[config.mk]
export PLATFORM = sky130hd
export DESIGN_NAME = mem_port_arbiter
export DESIGN_NICKNAME = d
export VERILOG_FILES = /design/src/rtl/mem_port_arbiter.sv
export SDC_FILE = /design/constraint.sdc
export NUM_CORES = 1
export LEC_CHECK = 0
export ABC_CLOCK_PERIOD_IN_PS = 1900
export BUFFER_PORTS_ARGS = -buffer_cell sky130_fd_sc_hd__buf_2
export CORE_MARGIN = 1
export CORE_UTILIZATION = 44
export DETAILED_ROUTE_END_ITERATION = 6
export PLACE_DENSITY = 0.87
export SKIP_CTS_REPAIR_TIMING = 1
export SLEW_MARGIN = 20
export SYNTH_ARGS = -nofsm -noshare
export SYNTH_HDL_FRONTEND = slang
export SYNTH_SLANG_ARGS = --single-unit
[constraint.sdc]
create_clock -name clk_i -period 1.9 [get_ports clk_i]
set_input_delay 0.19 -clock clk_i [delete_from_list [all_inputs] [get_ports clk_i]]
set_output_delay 0.19 -clock clk_i [all_outputs]
set_load 0.1 [all_outputs]
[src/rtl/mem_port_arbiter.sv]
// Purpose : shares one 32-bit memory port between instruction fetch (read-only) and load/store.
// Latency : request seen in IDLE -> ACCESS next cycle -> ack the cycle after; +1 per busy cycle.
// Backpressure: requesters hold req until ack; mem_busy_i stalls reads, stuck reads time out.
// Ports:
//   clk_i, rst_n_i                  clock, async active-low reset
//   if_req/addr -> if_ack/rdata/err fetch requester (read only)
//   ls_req/we/addr/wdata -> ls_ack/rdata/err  load/store requester
//   mem_en/wen/addr/wdata, mem_rdata_i, mem_busy_i   shared memory port
//   owner_ls_o                      debug: LS currently owns the port
module mem_port_arbiter #(
  parameter int STARVE_LIMIT = 4,
  parameter int TIMEOUT      = 15
) (
  input  logic        clk_i,
  input  logic        rst_n_i,
  input  logic        if_req_i,
  input  logic [31:0] if_addr_i,
  output logic        if_ack_o,
  output logic [31:0] if_rdata_o,
  output logic        if_err_o,
  input  logic        ls_req_i,
  input  logic        ls_we_i,
  input  logic [31:0] ls_addr_i,
  input  logic [31:0] ls_wdata_i,
  output logic        ls_ack_o,
  output logic [31:0] ls_rdata_o,
  output logic        ls_err_o,
  output logic        mem_en_o,
  output logic        mem_wen_o,
  output logic [31:0] mem_addr_o,
  output logic [31:0] mem_wdata_o,
  input  logic [31:0] mem_rdata_i,
  input  logic        mem_busy_i,
  output logic        owner_ls_o
);

  localparam logic [3:0] STARVE_MAX  = 4'(STARVE_LIMIT);
  localparam logic [7:0] TIMEOUT_MAX = 8'(TIMEOUT);

  typedef enum logic [1:0] {IDLE, ACCESS, RESP} state_e;

  state_e      state_q, state_d;
  logic        owner_ls_q, owner_ls_d;
  logic        we_q, we_d;
  logic [31:0] addr_q, addr_d;
  logic [31:0] wdata_q, wdata_d;
  logic [3:0]  starve_cnt_q, starve_cnt_d;
  logic [7:0]  busy_cnt_q, busy_cnt_d;
  logic        mem_en_q, mem_en_d;
  logic        mem_wen_q, mem_wen_d;
  logic        if_ack_q, if_ack_d, ls_ack_q, ls_ack_d;
  logic        if_err_q, if_err_d, ls_err_q, ls_err_d;
  logic [31:0] if_rdata_q, if_rdata_d, ls_rdata_q, ls_rdata_d;

  logic        grant_if, grant_ls;
  logic        xfer_done, xfer_err;
  logic [31:0] xfer_data;
  logic [7:0]  busy_inc;

  always_comb begin
    state_d      = state_q;
    owner_ls_d   = owner_ls_q;
    we_d         = we_q;
    addr_d       = addr_q;
    wdata_d      = wdata_q;
    starve_cnt_d = starve_cnt_q;
    busy_cnt_d   = busy_cnt_q;
    mem_en_d     = 1'b0;
    mem_wen_d    = 1'b0;
    if_ack_d     = 1'b0;
    ls_ack_d     = 1'b0;
    if_err_d     = 1'b0;
    ls_err_d     = 1'b0;
    if_rdata_d   = if_rdata_q;
    ls_rdata_d   = ls_rdata_q;
    grant_if     = 1'b0;
    grant_ls     = 1'b0;
    xfer_done    = 1'b0;
    xfer_err     = 1'b0;
    xfer_data    = 32'h0;
    busy_inc     = busy_cnt_q + 8'd1;

    unique case (state_q)
      IDLE: begin
        // LS has priority until IF has been passed over STARVE_LIMIT times in a row.
        grant_if = if_req_i && (!ls_req_i || (starve_cnt_q == STARVE_MAX));
        grant_ls = ls_req_i && !grant_if;
        if (grant_ls) begin
          owner_ls_d = 1'b1;
          we_d       = ls_we_i;
          addr_d     = ls_addr_i;
          wdata_d    = ls_wdata_i;
          state_d    = ACCESS;
          mem_en_d   = 1'b1;
          mem_wen_d  = ls_we_i;
          if (if_req_i && (starve_cnt_q != STARVE_MAX)) starve_cnt_d = starve_cnt_q + 4'd1;
        end else if (grant_if) begin
          owner_ls_d   = 1'b0;
          we_d         = 1'b0;
          addr_d       = if_addr_i;
          state_d      = ACCESS;
          mem_en_d     = 1'b1;
          starve_cnt_d = '0;
        end
      end
      ACCESS: begin
        mem_en_d  = 1'b1;
        mem_wen_d = we_q;
        // Stores are captured by the memory on the first ACCESS edge, busy or not.
        if (we_q) begin
          xfer_done = 1'b1;
        end else if (!mem_busy_i) begin
          xfer_done = 1'b1;
          xfer_data = mem_rdata_i;
        end else begin
          busy_cnt_d = busy_inc;
          if (busy_inc == TIMEOUT_MAX) begin
            xfer_done = 1'b1;
            xfer_err  = 1'b1;
          end
        end
        if (xfer_done) begin
          state_d   = RESP;
          mem_en_d  = 1'b0;
          mem_wen_d = 1'b0;
          if (owner_ls_q) begin
            ls_ack_d = 1'b1;
            ls_err_d = xfer_err;
            if (!we_q) ls_rdata_d = xfer_data;
          end else begin
            if_ack_d   = 1'b1;
            if_err_d   = xfer_err;
            if_rdata_d = xfer_data;
          end
        end
      end
      RESP: begin
        state_d    = IDLE;
        busy_cnt_d = '0;
        owner_ls_d = 1'b0;
      end
      default: state_d = IDLE;
    endcase

    // A withdrawn fetch request forgets any accumulated starvation.
    if (!if_req_i) starve_cnt_d = '0;
  end

  always_ff @(posedge clk_i or negedge rst_n_i) begin
    if (!rst_n_i) begin
      state_q      <= IDLE;
      owner_ls_q   <= 1'b0;
      we_q         <= 1'b0;
      addr_q       <= '0;
      wdata_q      <= '0;
      starve_cnt_q <= '0;
      busy_cnt_q   <= '0;
      mem_en_q     <= 1'b0;
      mem_wen_q    <= 1'b0;
      if_ack_q     <= 1'b0;
      ls_ack_q     <= 1'b0;
      if_err_q     <= 1'b0;
      ls_err_q     <= 1'b0;
      if_rdata_q   <= '0;
      ls_rdata_q   <= '0;
    end else begin
      state_q      <= state_d;
      owner_ls_q   <= owner_ls_d;
      we_q         <= we_d;
      addr_q       <= addr_d;
      wdata_q      <= wdata_d;
      starve_cnt_q <= starve_cnt_d;
      busy_cnt_q   <= busy_cnt_d;
      mem_en_q     <= mem_en_d;
      mem_wen_q    <= mem_wen_d;
      if_ack_q     <= if_ack_d;
      ls_ack_q     <= ls_ack_d;
      if_err_q     <= if_err_d;
      ls_err_q     <= ls_err_d;
      if_rdata_q   <= if_rdata_d;
      ls_rdata_q   <= ls_rdata_d;
    end
  end

  assign if_ack_o    = if_ack_q;
  assign if_err_o    = if_err_q;
  assign if_rdata_o  = if_rdata_q;
  assign ls_ack_o    = ls_ack_q;
  assign ls_err_o    = ls_err_q;
  assign ls_rdata_o  = ls_rdata_q;
  assign mem_en_o    = mem_en_q;
  assign mem_wen_o   = mem_wen_q;
  assign mem_addr_o  = addr_q;
  assign mem_wdata_o = wdata_q;
  assign owner_ls_o  = owner_ls_q;

endmodule

# After elaboration in Yosys (flattened, before gate mapping)
# Cells that the tools add are included.
# Widths: inputs -> output; s select.
# op_classes
add_sub_neg,2
n_eq_ne,12
n_mux,45
bitwise_logic,2
n_reduce_logical,18
# op_table
op,n
$mux 32,4
$mux 1,26
$mux 4,5
$mux 8,2
$pmux 8 s2,1
$reduce_and 3->1,3
$add 8x1->8 const B,1
$eq 8x4->1 const B,1
$reduce_and 2->1,4
$mux 2,3
$ne 2x2->1 const B,3
$pmux 1 s2,3
$reduce_bool 2->1,3
$add 4x1->4 const B,1
$eq 4x3->1 const B,1
$ne 4x3->1 const B,1
$pmux 2 s2,1
$reduce_and 4->1,1
$logic_and 1x1->1,3
$ne 3x1->1 const B,1
$ne 3x2->1 const B,1
$ne 3x3->1 const B,1
$eq 2x1->1 const B,1
$eq 2x2->1 const B,1
5 further kinds,7
# totals
regBits,150
in_bits,134
elab_cells,94

# Depth between registers and ports, before layout
# Gate-level depths: netlist of the first run.
# logic_depth
depth_word,8
ltp_mapped,8
depth_no_buf,7

# Least setup slack after synthesis of the first run
# OpenSTA, ideal clock, no wires.
# synth_timing
path_type,register to register
startpoint,reg owner_ls_q (netlist: owner_ls_o)
endpoint,reg ls_rdata_q[18] (netlist: ls_rdata_o[18])
setup_time_ns,0.076
arrival_time_ns,2.013
required_time_ns,1.824
setup_slack_ns,-0.189
stages_incl_launch_ff,6
synth_period_minus_slack_ns,2.089
cell_sequence,dfrtp_1 -> nand3b_1 -> nor2_1 -> clkbuf_1 -> a22oi_1 -> o21ai_2
# synth_between
elab_chain_len,1
# synth_rtl
element,line,source
start: declaration,43,"logic owner_ls_q, owner_ls_d;"
start signal: assignment,168,owner_ls_q <= owner_ls_d;
$reduce_and 4->1 (no source line),-,
end signal: assignment,181,ls_rdata_q <= ls_rdata_d;
end: declaration,53,"logic [31:0] if_rdata_q, if_rdata_d, ls_rdata_q, ls_rdata_d;"
# No other way between the ends.
# A chain may end at the register's enable or synchronous reset.

# Worst setup path in the final report of the first run
# layout_timing
startpoint,reg busy_cnt_q[1]
endpoint,reg if_rdata_q[16] (netlist: if_rdata_o[16])
# layout_between
elab_chain_len,7
# layout_rtl
element,line,source
start: declaration,48,"logic [7:0] busy_cnt_q, busy_cnt_d;"
start signal: assignment,173,busy_cnt_q <= busy_cnt_d;
$add 8x1->8,81,busy_inc = busy_cnt_q + 8'd1;
$eq 8x4->1,117,if (busy_inc == TIMEOUT_MAX) begin
$mux 1,117,
$mux 1,112,end else if (!mem_busy_i) begin
$mux 1,110,if (we_q) begin
$mux 1,83,unique case (state_q)
$reduce_and 3->1 (no source line),-,
end signal: assignment,180,if_rdata_q <= if_rdata_d;
end: declaration,53,
# No other way between the ends. The select of a mux whose other input is x is not followed.

==> summary.txt, run 1 <==
Synth async-reset ratio: 100%
syn_nets: 795
Sequential Area: 3750 µm²
Die H: 127 µm
syn avg cell area: 10.5 µm²
Worst Tran Pin Value: 614 ps
top-count cell post-synth: dfrtp_1
Final Hold Viols: 2
total congestion overflow: 0
PortBufs: 268
critical path required time: 2210 ps
outcome: finished, violations left
Setup-failing EPs final: 11
Area Overhead vs Synth: 39.7%
DRT Pass-1 Iters: 5
Post-synth top cells: 150 x dfrtp_1, 107 x nand2_1, 64 x o21ai_0, 45 x a21oi_1, 40 x o21ai_2
hold slack final: -2.76 ps
worst clock skew: 14.7 ps
startpoint class of the critical path: flip-flop
final slew viol count: 0
routed wl met2: 10.2 mm
first-pass GRT wire length: 29.8 mm
# clock sinks: 150
gr usage total: 23.7%
DRT met1 WL: 7.79 mm
Max-Cap Viols: 0
Netlist Area Pre-Place: 6910 µm²
EDFF count, synth: 0
Routed WL per cell: 16.9 µm
met3 routed WL: 1.45 mm
final WL: 19.9 mm
die area: 16200 µm²
main flop type after synthesis: dfrtp_1
dpl cell area: 8630 µm²
Highest Clock Rate: 0.519 GHz
sequential fraction of the synthesis area: 54.3%
RSZ-0062 raised after global routing: yes
Netlist cell types: 41
Yosys Warn Count: 0
clk buf depth: 2
drt initial violations: 392
initial antenna violation count: 1
post-DP HPWL: 13.3 mm
clock tree from TritonCTS: yes
Synth top area share: 54.3%
routed vias/inst: 5.31
CTS buffer count: 17
H-Tree Depth: 4
DRT antenna net count: 0
Final Critical Period: 1920 ps
Final period util: 101%
setup ws final: -24.9 ps
vias in the first global route: 5903
initial core utilization: 45.3%
clk root buf: clkbuf_16
Remaining DRCs: 0
WP data arrival: 2230 ps
clk_lat worst skew: 430 ps
layout cells sized above 1: 44.0%
post-synthesis cell count: 657
max layer used: met4
relative slew slack: 59.1%
via count: 6245
Crit. End Element: flip-flop
largest cells by area after synthesis: dfrtp_1 54%, nand2_1 5.8%, mux2_2 5.2%, o21ai_2 5.1%, mux2i_1 4.8%
failing checks: hold timing, setup timing
largest area contributor in the netlist: dfrtp_1
Yosys reg bits: 150
area of the multi-input gates: 2930 µm²
Nets: 1090
largest net degree at the start of global routing: 65
row count: 45
Core Region: 15300 µm²
Die W: 127 µm
Antenna diodes: 0
Max FO, Critical Path: 10
CTS clk-pin slew, worst paths: 70 ps
post-route cell area: 9650 µm²
num ports: 269
Routability Congestion: 0.833
Worst Hold Class: input port to flip-flop
critical path type: flip-flop to flip-flop
FILL cells: 1186
## metal layers
| layer | vias to the layer above | GRT usage (%) |
|---|---|---|
| li1 | 2921 | - |
| met1 | 2955 | 29.2 |
| met2 | 331 | 41.1 |
| met3 | 38 | 5.07 |
| met4 | 0 | 8.40 |
| met5 | - | 0 |
## cell type report
| type | instances | share of cell area (%) |
|---|---|---|
| clock buffer | 17 | 4.41 |
| multi-input combinational | 452 | 30.4 |
| sequential | 150 | 38.9 |
| inverter | 6 | 0.233 |
| tap | 211 | 2.73 |
| timing repair buffer | 325 | 21.2 |
| clock inverter | 15 | 2.16 |
## state kept, by name, indices dropped and copies added, names as in the netlist
name	cells
if_rdata_o	32
ls_rdata_o	32
mem_addr_o	32
mem_wdata_o	32
busy_cnt_q	8
starve_cnt_q	4
state_q	2
if_ack_o	1
if_err_o	1
ls_ack_o	1
ls_err_o	1
mem_en_o	1
mem_wen_o	1
owner_ls_o	1
we_q	1
## worst max-delay path, cell delays in order (launching register included)
cell       delay (ps)
dfrtp_1           400
ha_2              200
xor2_1            120
nand3b_1           90
or4_4             440
nor2_4            150
buf_4             170
clkbuf_16         170
o21ai_2            70
## layout by cell type, fill, tap and decap left out, types with 3 or more instances in the layout
| cell type | synthesis | final |
|---|---|---|
| inv_8 | 0 | 3 |
| mux2_2 | 32 | 32 |
| buf_6 | 1 | 5 |
| a22oi_1 | 33 | 33 |
| nand3b_1 | 3 | 3 |
| o21ai_4 | 0 | 3 |
| clkbuf_16 | 0 | 21 |
| nand3_1 | 6 | 6 |
| and3_1 | 32 | 32 |
| o21ai_1 | 1 | 13 |
| ha_1 | 4 | 3 |
| dfrtp_1 | 150 | 149 |
| nor3_1 | 7 | 7 |
| nor4_1 | 3 | 3 |
| nor2_1 | 11 | 8 |
| xor2_1 | 3 | 3 |
| mux2i_1 | 33 | 33 |
| nand2_1 | 107 | 106 |
| nand2b_1 | 4 | 4 |
| o21ai_2 | 40 | 39 |
| dlygate4sd3_1 | 0 | 18 |
| buf_2 | 8 | 267 |
| bufinv_16 | 0 | 3 |
| buf_4 | 0 | 20 |
| a21oi_1 | 45 | 45 |
| inv_6 | 0 | 4 |
| clkinv_4 | 0 | 3 |
| nor2_2 | 1 | 3 |
| inv_1 | 6 | 6 |
| o21ai_0 | 64 | 50 |
| buf_12 | 4 | 11 |
## metrics by stage
step | TNS, ps | hold WS, ps | instances | util (%) | worst slack (ps)
3_3_place_gp | -413 | 135 | 1114 | 56.6 | -31.6
2_1_floorplan | 0 | -106 | 657 | - | 19.8
6_report | -155 | -2.76 | 1176 | 63.3 | -24.9
4_1_cts | -3780 | -317 | 1146 | 60.7 | -102
3_5_place_dp | -3450 | 136 | 1114 | 56.6 | -91.7
5_1_grt | -5180 | -0.757 | 1176 | 63.3 | -129
## kinds of logic (layout without fill, tap and decap cells)
logic type | after synthesis | after routing | share of synthesized area, %
xor gates and xnor gates | 4 | 4 | 0.507
muxes | 65 | 65 | 9.99
buffers and inverters | 55 | 363 | 4.22
AOI/OAI and AO/OA | 193 | 193 | 17.7
adders and majority gates | 4 | 4 | 0.724
DFF | 150 | 150 | 54.3
and+or+nand+nor | 186 | 186 | 12.5
## path summary, 6_finish.rpt
check,depth (start not counted),end,start,slack (ps)
max,8,if_rdata_o[16],busy_cnt_q[1],-20
min,2,mem_wdata_o[8],ls_wdata_i[8],-3
max reg2reg,8,if_rdata_o[16],busy_cnt_q[1],-20
min reg2reg,2,mem_addr_o[31],mem_addr_o[31],470
max in group asynchronous,3,mem_addr_o[23],rst_n_i,980
min in group asynchronous,2,if_rdata_o[14],rst_n_i,250
Power of run 1 is not shown: default switching activity piles up to over one toggle a cycle in this logic, so the estimate is an artifact.
==> run 2, diff against run 1 <==
- CORE_UTILIZATION: 44 -> 35
- PLACE_DENSITY: 0.87 -> 0.74
- SKIP_LAST_GASP: unset -> 1
==> run 2 against run 1 <==
The flow finishes with violations (setup timing). Via count shrank 2.0%. Routed wire length grew 0.23%. Die area rose by 25%. Register-to-register slack hardly changed. Non-clock buffer count rose by 9. Worst hold slack better by 14 ps. Sequential cell count unchanged. Global-route usage fell by 5.2 points.
==> summary.txt, run 2 (synthesis results as in run 1) <==
FILL cells: 1780
critical path type: flip-flop to flip-flop
Final Hold Viols: 0
largest net degree at the start of global routing: 46
worst clock skew: 13.0 ps
max layer used: met5
Core Region: 19400 µm²
cell total after placement: 1170
Crit. End Element: flip-flop
PortBufs: 268
final slew viol count: 0
Worst Hold Class: input port to flip-flop
dpl cell area: 8690 µm²
clk buf depth: 2
Worst Tran Pin Value: 588 ps
outcome: finished, violations left
Nets: 1099
Routability Congestion: 0.850
post-DP HPWL: 13.1 mm
Die H: 143 µm
first-pass GRT wire length: 29.1 mm
clk_lat worst skew: 420 ps
initial antenna violation count: 1
startpoint class of the critical path: flip-flop
RSZ-0062 raised after global routing: yes
H-Tree Depth: 4
relative slew slack: 60.8%
die area: 20300 µm²
Max FO, Critical Path: 10
DRT antenna net count: 0
met3 routed WL: 1.27 mm
most frequent cells in the layout: 267 x buf_2, 149 x dfrtp_1, 106 x nand2_1, 57 x o21ai_0, 46 x o21ai_2
routed wl met2: 9.71 mm
Final period util: 102%
hold slack final: 11.7 ps
fin cells: 1240
pre-CTS worst setup slack: -125 ps
routed vias/inst: 4.94
final WL: 19.9 mm
drt initial violations: 354
Final Critical Period: 1930 ps
R2R depth: 8
DRT met1 WL: 8.64 mm
via count: 6122
failing checks: setup timing
most common cell after layout, fill and taps aside: buf_2
post-route cell area: 9760 µm²
area of the multi-input gates: 2940 µm²
Setup-failing EPs final: 45
gr usage total: 18.5%
total congestion overflow: 0
Routed WL per cell: 16.1 µm
Die W: 143 µm
layout cells sized above 1: 43.9%
DRT Pass-1 Iters: 4
CTS buffer count: 17
critical path required time: 2200 ps
clock tree from TritonCTS: yes
row count: 51
Sequential Area: 3750 µm²
Area Overhead vs Synth: 41.2%
CTS clk-pin slew, worst paths: 70 ps
num ports: 269
initial core utilization: 35.6%
clk root buf: clkbuf_16
WP data arrival: 2230 ps
Remaining DRCs: 0
Max-Cap Viols: 0
Min-Delay Path Depth: 3
Highest Clock Rate: 0.517 GHz
# clock sinks: 150
setup ws final: -33.9 ps
vias in the first global route: 5623
==> run 2: area by class of cell <==
cell class              count  share of cell area [%]
flip-flops and latches    150                    38.5
multi-input cells         452                    30.1
repair buffers            334                    21.7
clock buffers              18                    4.50
well taps                 265                    3.40
clock inverters            14                    1.58
inverters                   6                   0.231
diodes                      1                  0.0256
==> run 2: worst max-delay path, cell delays in order, from the launching register on <==
cell and delay (ps):
dfrtp_1 410, ha_2 210, xor2_1 130, nand3b_1 80, or4_4 430, nor2_4 140, buf_12 160, clkbuf_16 180
o21ai_2 70
==> run 2: path summary, 6_finish.rpt <==
check / from / end / slack, ps
max: busy_cnt_q[1] / ls_rdata_o[27] / -30
min: mem_rdata_i[13] / ls_rdata_o[13] / 10
max reg2reg: busy_cnt_q[1] / ls_rdata_o[27] / -30
min reg2reg: mem_addr_o[2] / mem_addr_o[2] / 480
max in group asynchronous: rst_n_i / mem_addr_o[30] / 970
min in group asynchronous: rst_n_i / ls_rdata_o[27] / 250
==> run 2: layer usage <==
layer  vias to the layer above  global-route usage (%)
met4                         2                    6.45
met3                        22                    4.88
li1                       2933                       -
met5                         -                       0
met2                       251                    30.3
met1                      2914                    23.4
==> run 2: metrics by stage <==
step	setup TNS, ps	utilization, %
final	-663	50.3
after floorplan	0	-
after global placement	-860	44.8
after CTS	-3700	47.9
after detailed placement	-3410	44.8
after global routing	-5660	50.3
Power of run 2 is left out for the same reason.
